==> src/rtl/jk_bank_ctrl.sv <==
// jk_bank_ctrl: two-requester round-robin controller that drives a JK flip-flop
// bank. Each granted operation produces one DRIVE cycle with registered J/K,
// then SETTLE idle cycles. A shadow copy of the bank state is kept in Q/QN.
module jk_bank_ctrl #(
    parameter int WIDTH  = 8,
    parameter int SETTLE = 2
) (
    input  logic             CLK,
    input  logic             RN,
    input  logic             REQ0,
    input  logic             REQ1,
    input  logic [1:0]       OP0,
    input  logic [1:0]       OP1,
    input  logic [WIDTH-1:0] MASK0,
    input  logic [WIDTH-1:0] MASK1,
    output logic             GNT0,
    output logic             GNT1,
    output logic [WIDTH-1:0] J,
    output logic [WIDTH-1:0] K,
    output logic             BUSY,
    output logic [WIDTH-1:0] Q,
    output logic [WIDTH-1:0] QN
);

    typedef enum logic [1:0] {
        ST_IDLE   = 2'd0,
        ST_DRIVE  = 2'd1,
        ST_SETTLE = 2'd2
    } state_e;

    typedef enum logic [1:0] {
        OP_HOLD   = 2'b00,
        OP_SET    = 2'b01,
        OP_CLEAR  = 2'b10,
        OP_TOGGLE = 2'b11
    } op_e;

    // Counter value loaded on entering SETTLE; counts down to zero.
    localparam logic [3:0] SETTLE_LAST = 4'((SETTLE == 0) ? 0 : SETTLE - 1);

    state_e           state_q, state_d;
    logic [3:0]       cnt_q, cnt_d;
    logic             prio_q, prio_d;   // 0: REQ0 wins a tie, 1: REQ1 wins a tie
    logic [WIDTH-1:0] q_q, q_d;
    logic [WIDTH-1:0] j_q, j_d;
    logic [WIDTH-1:0] k_q, k_d;
    logic             gnt0_q, gnt0_d;
    logic             gnt1_q, gnt1_d;

    logic             any_req;
    logic             win1;
    logic [1:0]       sel_op;
    logic [WIDTH-1:0] sel_mask;

    // Arbitration: a lone request always wins, a tie goes to the priority pointer.
    always_comb begin
        any_req  = REQ0 | REQ1;
        win1     = REQ1 & (~REQ0 | prio_q);
        sel_op   = win1 ? OP1 : OP0;
        sel_mask = win1 ? MASK1 : MASK0;
    end

    // State register; reset aborts any operation in flight with no Q update.
    always_ff @(posedge CLK or negedge RN) begin
        if (!RN) begin
            state_q <= ST_IDLE;
            cnt_q   <= 4'd0;
            prio_q  <= 1'b0;
            q_q     <= '0;
            j_q     <= '0;
            k_q     <= '0;
            gnt0_q  <= 1'b0;
            gnt1_q  <= 1'b0;
        end else begin
            // NOTE: non-blocking so every flop samples pre-edge values regardless of statement order.
            state_q <= state_d;
            cnt_q   <= cnt_d;
            prio_q  <= prio_d;
            q_q     <= q_d;
            j_q     <= j_d;
            k_q     <= k_d;
            gnt0_q  <= gnt0_d;
            gnt1_q  <= gnt1_d;
        end
    end

    // Next-state logic: sequencing, priority hand-over and the shadow bank update.
    always_comb begin
        // NOTE: defaults first so every path assigns every signal and no latch is inferred.
        state_d = state_q;
        cnt_d   = cnt_q;
        prio_d  = prio_q;
        q_d     = q_q;
        unique case (state_q)
            ST_IDLE: begin
                if (any_req) begin
                    state_d = ST_DRIVE;
                    prio_d  = ~win1;
                end
            end
            ST_DRIVE: begin
                q_d = (j_q & ~q_q) | (~k_q & q_q);
                if (SETTLE == 0) begin
                    state_d = ST_IDLE;
                end else begin
                    state_d = ST_SETTLE;
                    cnt_d   = SETTLE_LAST;
                end
            end
            ST_SETTLE: begin
                if (cnt_q == 4'd0) begin
                    state_d = ST_IDLE;
                end else begin
                    cnt_d = cnt_q - 4'd1;
                end
            end
            default: state_d = ST_IDLE;
        endcase
    end

    // Output logic: grant pulse and J/K drive are loaded on the edge entering DRIVE
    // and fall back to zero on every other edge.
    always_comb begin
        gnt0_d = 1'b0;
        gnt1_d = 1'b0;
        j_d    = '0;
        k_d    = '0;
        if (state_q == ST_IDLE && any_req) begin
            gnt0_d = ~win1;
            gnt1_d = win1;
            unique case (op_e'(sel_op))
                OP_SET:    j_d = sel_mask;
                OP_CLEAR:  k_d = sel_mask;
                OP_TOGGLE: begin
                    j_d = sel_mask;
                    k_d = sel_mask;
                end
                default: ;
            endcase
        end
    end

    assign GNT0 = gnt0_q;
    assign GNT1 = gnt1_q;
    assign J    = j_q;
    assign K    = k_q;
    assign BUSY = (state_q != ST_IDLE);
    assign Q    = q_q;
    assign QN   = ~q_q;

endmodule

==> config.mk <==
export PLATFORM = sky130hd
export DESIGN_NAME = jk_bank_ctrl
export DESIGN_NICKNAME = d
export VERILOG_FILES = /design/src/rtl/jk_bank_ctrl.sv
export SDC_FILE = /design/constraint.sdc
export NUM_CORES = 1
export LEC_CHECK = 0
export BUFFER_PORTS_ARGS = -buffer_cell sky130_fd_sc_hd__buf_2
export CORE_MARGIN = 1.5
export CORE_UTILIZATION = 48
export DETAILED_ROUTE_END_ITERATION = 12
export PLACE_DENSITY = 0.89
export SLEW_MARGIN = 30
export SYNTH_ARGS = -nofsm -noshare
export SYNTH_HDL_FRONTEND = slang
export SYNTH_SLANG_ARGS = --single-unit
==> constraint.sdc <==
create_clock -name CLK -period 2 [get_ports CLK]
set_clock_uncertainty 0.1 [all_clocks]
set_input_delay 0.4 -clock CLK [delete_from_list [all_inputs] [get_ports CLK]]
set_output_delay 0.4 -clock CLK [all_outputs]
set_load 0.02 [all_outputs]
==> results.cfg, run 1 <==
[status]
status = complete, but fails checks
violations = negative hold slack

[synthesis]
synth_compound_area_frac = 0.238
synthDistinctLibCells = 36
yosysMostFrequentCell = dfrtp_1
yosysWarningCount = 0
synth_edf_count = 0
synth_top_area_frac = 0.534
yosysTopAreaCell = dfrtp_1
syn_nets = 177
async_reset_ff_frac = 1.00
seq_area_frac_synth = 0.534
synthMuxAreaShare = 0
synth_top_family_by_area = compound AO/OA/AOI/OAI gates
syn_avg_cell_area_um2 = 10.2
yosys-top-cells-count = 33 x dfrtp_1, 19 x a21oi_1, 14 x inv_1
synth.area.top_cells = dfrtp_1 53%, a21oi_1 6.2%, a22o_1 4.5%, a21o_1 4.4%, a31oi_1 3.6%
synth-seq-cells = 33
synth_ff_type = dfrtp_1
synthAdderAreaFrac = 0.00810
yosys.area_share.simple = 0.130
synthXorXnorAreaFrac = 0
post_synth_instance_area_um2 = 1550
synth_cells = 152

[clocking]
tritoncts = built
cts_buffer_depth = 2
clkTransAtPathRegs_ps = 100
clkSinkCount = 33
insertion_delay_ps = 340
postCtsResizedCells = 0
cts_buffers = 5
post_cts_buffers = 0
ctsHoldBuffers = 0
htreeDepth = 2
ctsRootBufferMaster = clkbuf_4

[placed_design]
post-place-ws_ps = 349
place.port_buffers = 58
place_hpwl_mm = 2.46
gp_congestion = 0.738

[route]
vias_per_cell = 5.28
firstDrtPassIters = 5
first_iter_violations = 75
drtAntennaViolNets = 0
routed_wl_mm = 3.43
drc = 0
num_vias = 1340
wl_per_cell_um = 13.5

[sta]
fin_crit_sh = 0.944
hold_ws_ps = -2.64
fmax_mhz = 530
worstMarginPinSlew_ps = 710
timing.final.ws_setup_ps = 112
fin_tns_setup_ps = 0
grt_setup_unrepaired = no
fin_crit_ps = 1890
relSlewSlack = 0.527
setup_viol = 0
finalHoldViolations = 2
drv_slew = 0

[cells_and_area]
final-seq-area_um2 = 826
area_growth_pct = 23.7
diodes = 0
fin_nets = 234
drive_gt1_frac = 0.338
multi_input_area_um2 = 581
fill_cells = 269

[critical_path]
crit_fanout = 11
path_class = reg -> out
startpoint_type = flip-flop
cp.required_ps = 1500
cp-end-kind = output port
worst_ep_arrival_time_ps = 1390

[floorplanning]
ioPinCount = 59
initial_core_util = 0.506
fp.coreArea_um2 = 3050
placementRows = 20
die_area_um2 = 3570
die_w_um = 59.7
die_h_um = 59.7

[global_routing]
first_global_vias = 1226
antenna_found_initial = 0
grt_pass1_wl_mm = 5.35
gr-usage-all-layers = 0.202
grt_max_degree = 34
overflow = 0

[pwr]
leakage_nw = 1.01
ir_worst_vdd_v = 0.000594
p_per_area_nw_per_um2 = 1500

[flow_run]
max-cap-violations = 0

[worst_hold_path]
hold_class = in -> async
[where the power goes]
| group | internal [mW] | switching (mW) |
|---|---|---|
| Clock | 0.298 | 0.226 |
| Combinational | 0.463 | 0.781 |
| Sequential | 0.878 | 0.223 |
[cell usage in the layout (no fill, tap or decap)]
| cell | count |
|---|---|
| buf_2 | 58 |
| dfrtp_1 | 33 |
| a21oi_1 | 19 |
| inv_1 | 14 |
| nand2_1 | 13 |
| a21o_1 | 9 |
| a31oi_1 | 9 |
| a22o_1 | 8 |
| nand3_1 | 8 |
| clkbuf_4 | 5 |
| nand2b_1 | 3 |
| o21ai_0 | 3 |
| nor2_1 | 3 |
| buf_4 | 3 |
| nor2_4 | 1 |
| and4_1 | 1 |
| and4_4 | 1 |
| a21boi_0 | 1 |
| and2_1 | 1 |
| o21ai_1 | 1 |
| and3_1 | 1 |
| nor3_1 | 1 |
| a211o_1 | 1 |
| o2bb2ai_1 | 1 |
| nor2b_1 | 1 |
| nand4b_1 | 1 |
| a31o_2 | 1 |
| nor3b_1 | 1 |
| or4b_1 | 1 |
| o211ai_1 | 1 |
| o32a_1 | 1 |
| o21a_1 | 1 |
| ha_1 | 1 |
| bufinv_16 | 1 |
| clkbuf_8 | 1 |
| clkbuf_1 | 1 |
[state kept, by name (all words and copies together), names as in the netlist]
name     count
Q            8
J            8
GNT1         1
prio_q       1
K            8
state_q      2
GNT0         1
cnt_q        4
[final timing paths]
path	start	to	slack, ps	depth (start not counted)
worst max-delay path	state_q[1]	BUSY	110	3
worst min-delay path	RN	Q[2]	-3	1
worst max register to register	cnt_q[1]	cnt_q[1]	240	5
worst min register to register	K[4]	Q[4]	350	1
max in group asynchronous	RN	Q[3]	1340	1
min in group CLK	MASK1[0]	J[0]	190	2
[critical path, stage by stage (launching register included)]
cell and delay, ps:
dfrtp_1 530, nor2_4 230, inv_1 110, buf_2 170
[cells by family (layout without fill, tap and decap cells)]
kind of cell / Yosys count / in the layout
buffers and inverters: 25 / 83
and+or+nand+nor: 37 / 37
AOI/OAI and AO/OA: 56 / 56
DFF: 33 / 33
adders and majority gates: 1 / 1
[through the flow]
stage,area (um^2),instances,power [mW],util
2_1_floorplan,1550,152,2.01,-
3_3_place_gp,1830,246,2.30,0.598
3_5_place_dp,1830,246,2.36,0.598
4_1_cts,1910,254,2.89,0.626
5_1_grt,1910,254,3.07,0.626
6_report,1910,254,2.87,0.626
[layer usage]
metal / part of all wire / global-route usage / wire length (um) / up-vias
met2: 0.48 / 0.337 / 1640 / 55
met5: 0 / 0 / 0 / -
met3: 0.080 / 0.0736 / 275 / 6
li1: - / - / - / 652
met4: 0.015 / 0.0667 / 51 / 0
met1: 0.43 / 0.241 / 1470 / 627
[area by class of cell]
type | instances | share of cell area
clock buffer | 7 | 0.0288
clock inverter | 1 | 0.0157
inverter | 14 | 0.0275
multi-input combinational | 94 | 0.304
sequential | 33 | 0.432
tap | 44 | 0.0288
timing repair buffer | 61 | 0.164
Power figures use the tool's default switching activity.
==> inputs of run 2 (changes only) <==
CELL_PAD_IN_SITES_DETAIL_PLACEMENT = 1   (was not set)
CELL_PAD_IN_SITES_GLOBAL_PLACEMENT = 1   (was not set)
CORE_UTILIZATION = 36   (was 48)
==> results.cfg, run 2 (same netlist as run 1, synthesis figures left out) <==
[sta]
fin_crit_sh = 0.915
worstMarginPinSlew_ps = 734
finalHoldViolations = 0
fin_crit_ps = 1830
setup_viol = 0
drv_slew = 0
fin_tns_setup_ps = 0
timing.final.ws_setup_ps = 171
grt_setup_unrepaired = no
fmax_mhz = 547
relSlewSlack = 0.511

[floorplanning]
fp.coreArea_um2 = 4060
die_h_um = 68.5
ioPinCount = 59
die_w_um = 68.5
placementRows = 23
initial_core_util = 0.381
die_area_um2 = 4690

[global_routing]
grt_pass1_wl_mm = 6.42
antenna_found_initial = 0
overflow = 0
grt_max_degree = 34
first_global_vias = 1360
gr-usage-all-layers = 0.192

[placed_design]
place.port_buffers = 58
place_area_um2 = 1830
post-place-ws_ps = 298
place_hpwl_mm = 3.07
gp_congestion = 0.729

[clocking]
tritoncts = built
postCtsResizedCells = 0
cts_buffer_depth = 2
ctsRootBufferMaster = clkbuf_8
post_cts_buffers = 0
cts_buffers = 5
htreeDepth = 2
clkSinkCount = 33
insertion_delay_ps = 290
ctsHoldBuffers = 0
clkTransAtPathRegs_ps = 60

[route]
drc = 0
vias_per_cell = 5.22
num_vias = 1356
drtAntennaViolNets = 0
firstDrtPassIters = 4
wl_per_cell_um = 15.7
routed_wl_mm = 4.09
first_iter_violations = 28

[cells_and_area]
diodes = 0
fin_nets = 234
drive_gt1_frac = 0.343
multi_input_area_um2 = 581
final-seq-area_um2 = 826
mostFrequentLayoutCell = buf_2
area_growth_pct = 25.3
final_util = 0.477
final_cell_mix = 58 x buf_2, 33 x dfrtp_1, 19 x a21oi_1, 14 x inv_1, 13 x nand2_1
fill_cells = 479
stdcell_area_um2 = 1940

[pwr]
ir_worst_vdd_v = 0.000612
p_per_area_nw_per_um2 = 1510
leakage_nw = 1.02
total_power_mw = 2.92

[critical_path]
worst_ep_arrival_time_ps = 1330
path_class = reg -> out
cp.required_ps = 1500
crit_fanout = 11
cp-end-kind = output port
startpoint_type = flip-flop

[worst_hold_path]
hold_class = in -> async

[flow_run]
max-cap-violations = 0

[status]
status = complete, no violations
-- run 2: cell count changes in the layout (fill, tap and decap cells not counted), sizes merged --
cell / delta
bufinv: -1
clkinv: +1
-- run 2: path summary, 6_finish.rpt --
kind                            start  endpoint  slack (ps)  cells past startpoint
setup / recovery           state_q[1]      BUSY         170                      3
hold / removal                     RN      Q[5]          70                      1
setup reg to reg             cnt_q[0]  cnt_q[0]         320                      5
hold reg to reg                  K[2]      Q[2]         360                      1
max in group asynchronous          RN  cnt_q[1]        1260                      1
min in group CLK             MASK1[6]      J[6]         240                      2
-- run 2: metrics by stage --
step                      hold WS, ps  std cells
final                            66.8        260
after global placement            350        252
after detailed placement          348        252
after CTS                        87.5        260
after global routing              123        260
after floorplan                  4.41        152
-- run 2: area by class of cell --
class,count,area share
Sequential cell,33,0.427
Multi-Input combinational cell,94,0.300
Timing Repair Buffer,61,0.162
Clock buffer,7,0.0498
Tap cell,50,0.0323
Inverter,14,0.0271
Clock inverter,1,0.00259
-- run 2: layer usage --
metal / part of all wire / vias to the layer above / global-route usage
met5: 0 / - / 0
met4: 0.020 / 0 / 0.0825
met3: 0.041 / 7 / 0.0455
met2: 0.53 / 32 / 0.340
met1: 0.41 / 667 / 0.220
li1: - / 650 / -
-- run 2: worst max-delay path, cell delays in order, from the launching register on --
cell and delay [ps]:
dfrtp_1 510, nor2_4 240, inv_1 110, buf_2 170
-- run 2: power by group --
group	internal [mW]	total [mW]	switching, mW
logic	0.463	1.25	0.789
registers	0.881	1.11	0.234
clock network	0.311	0.552	0.242
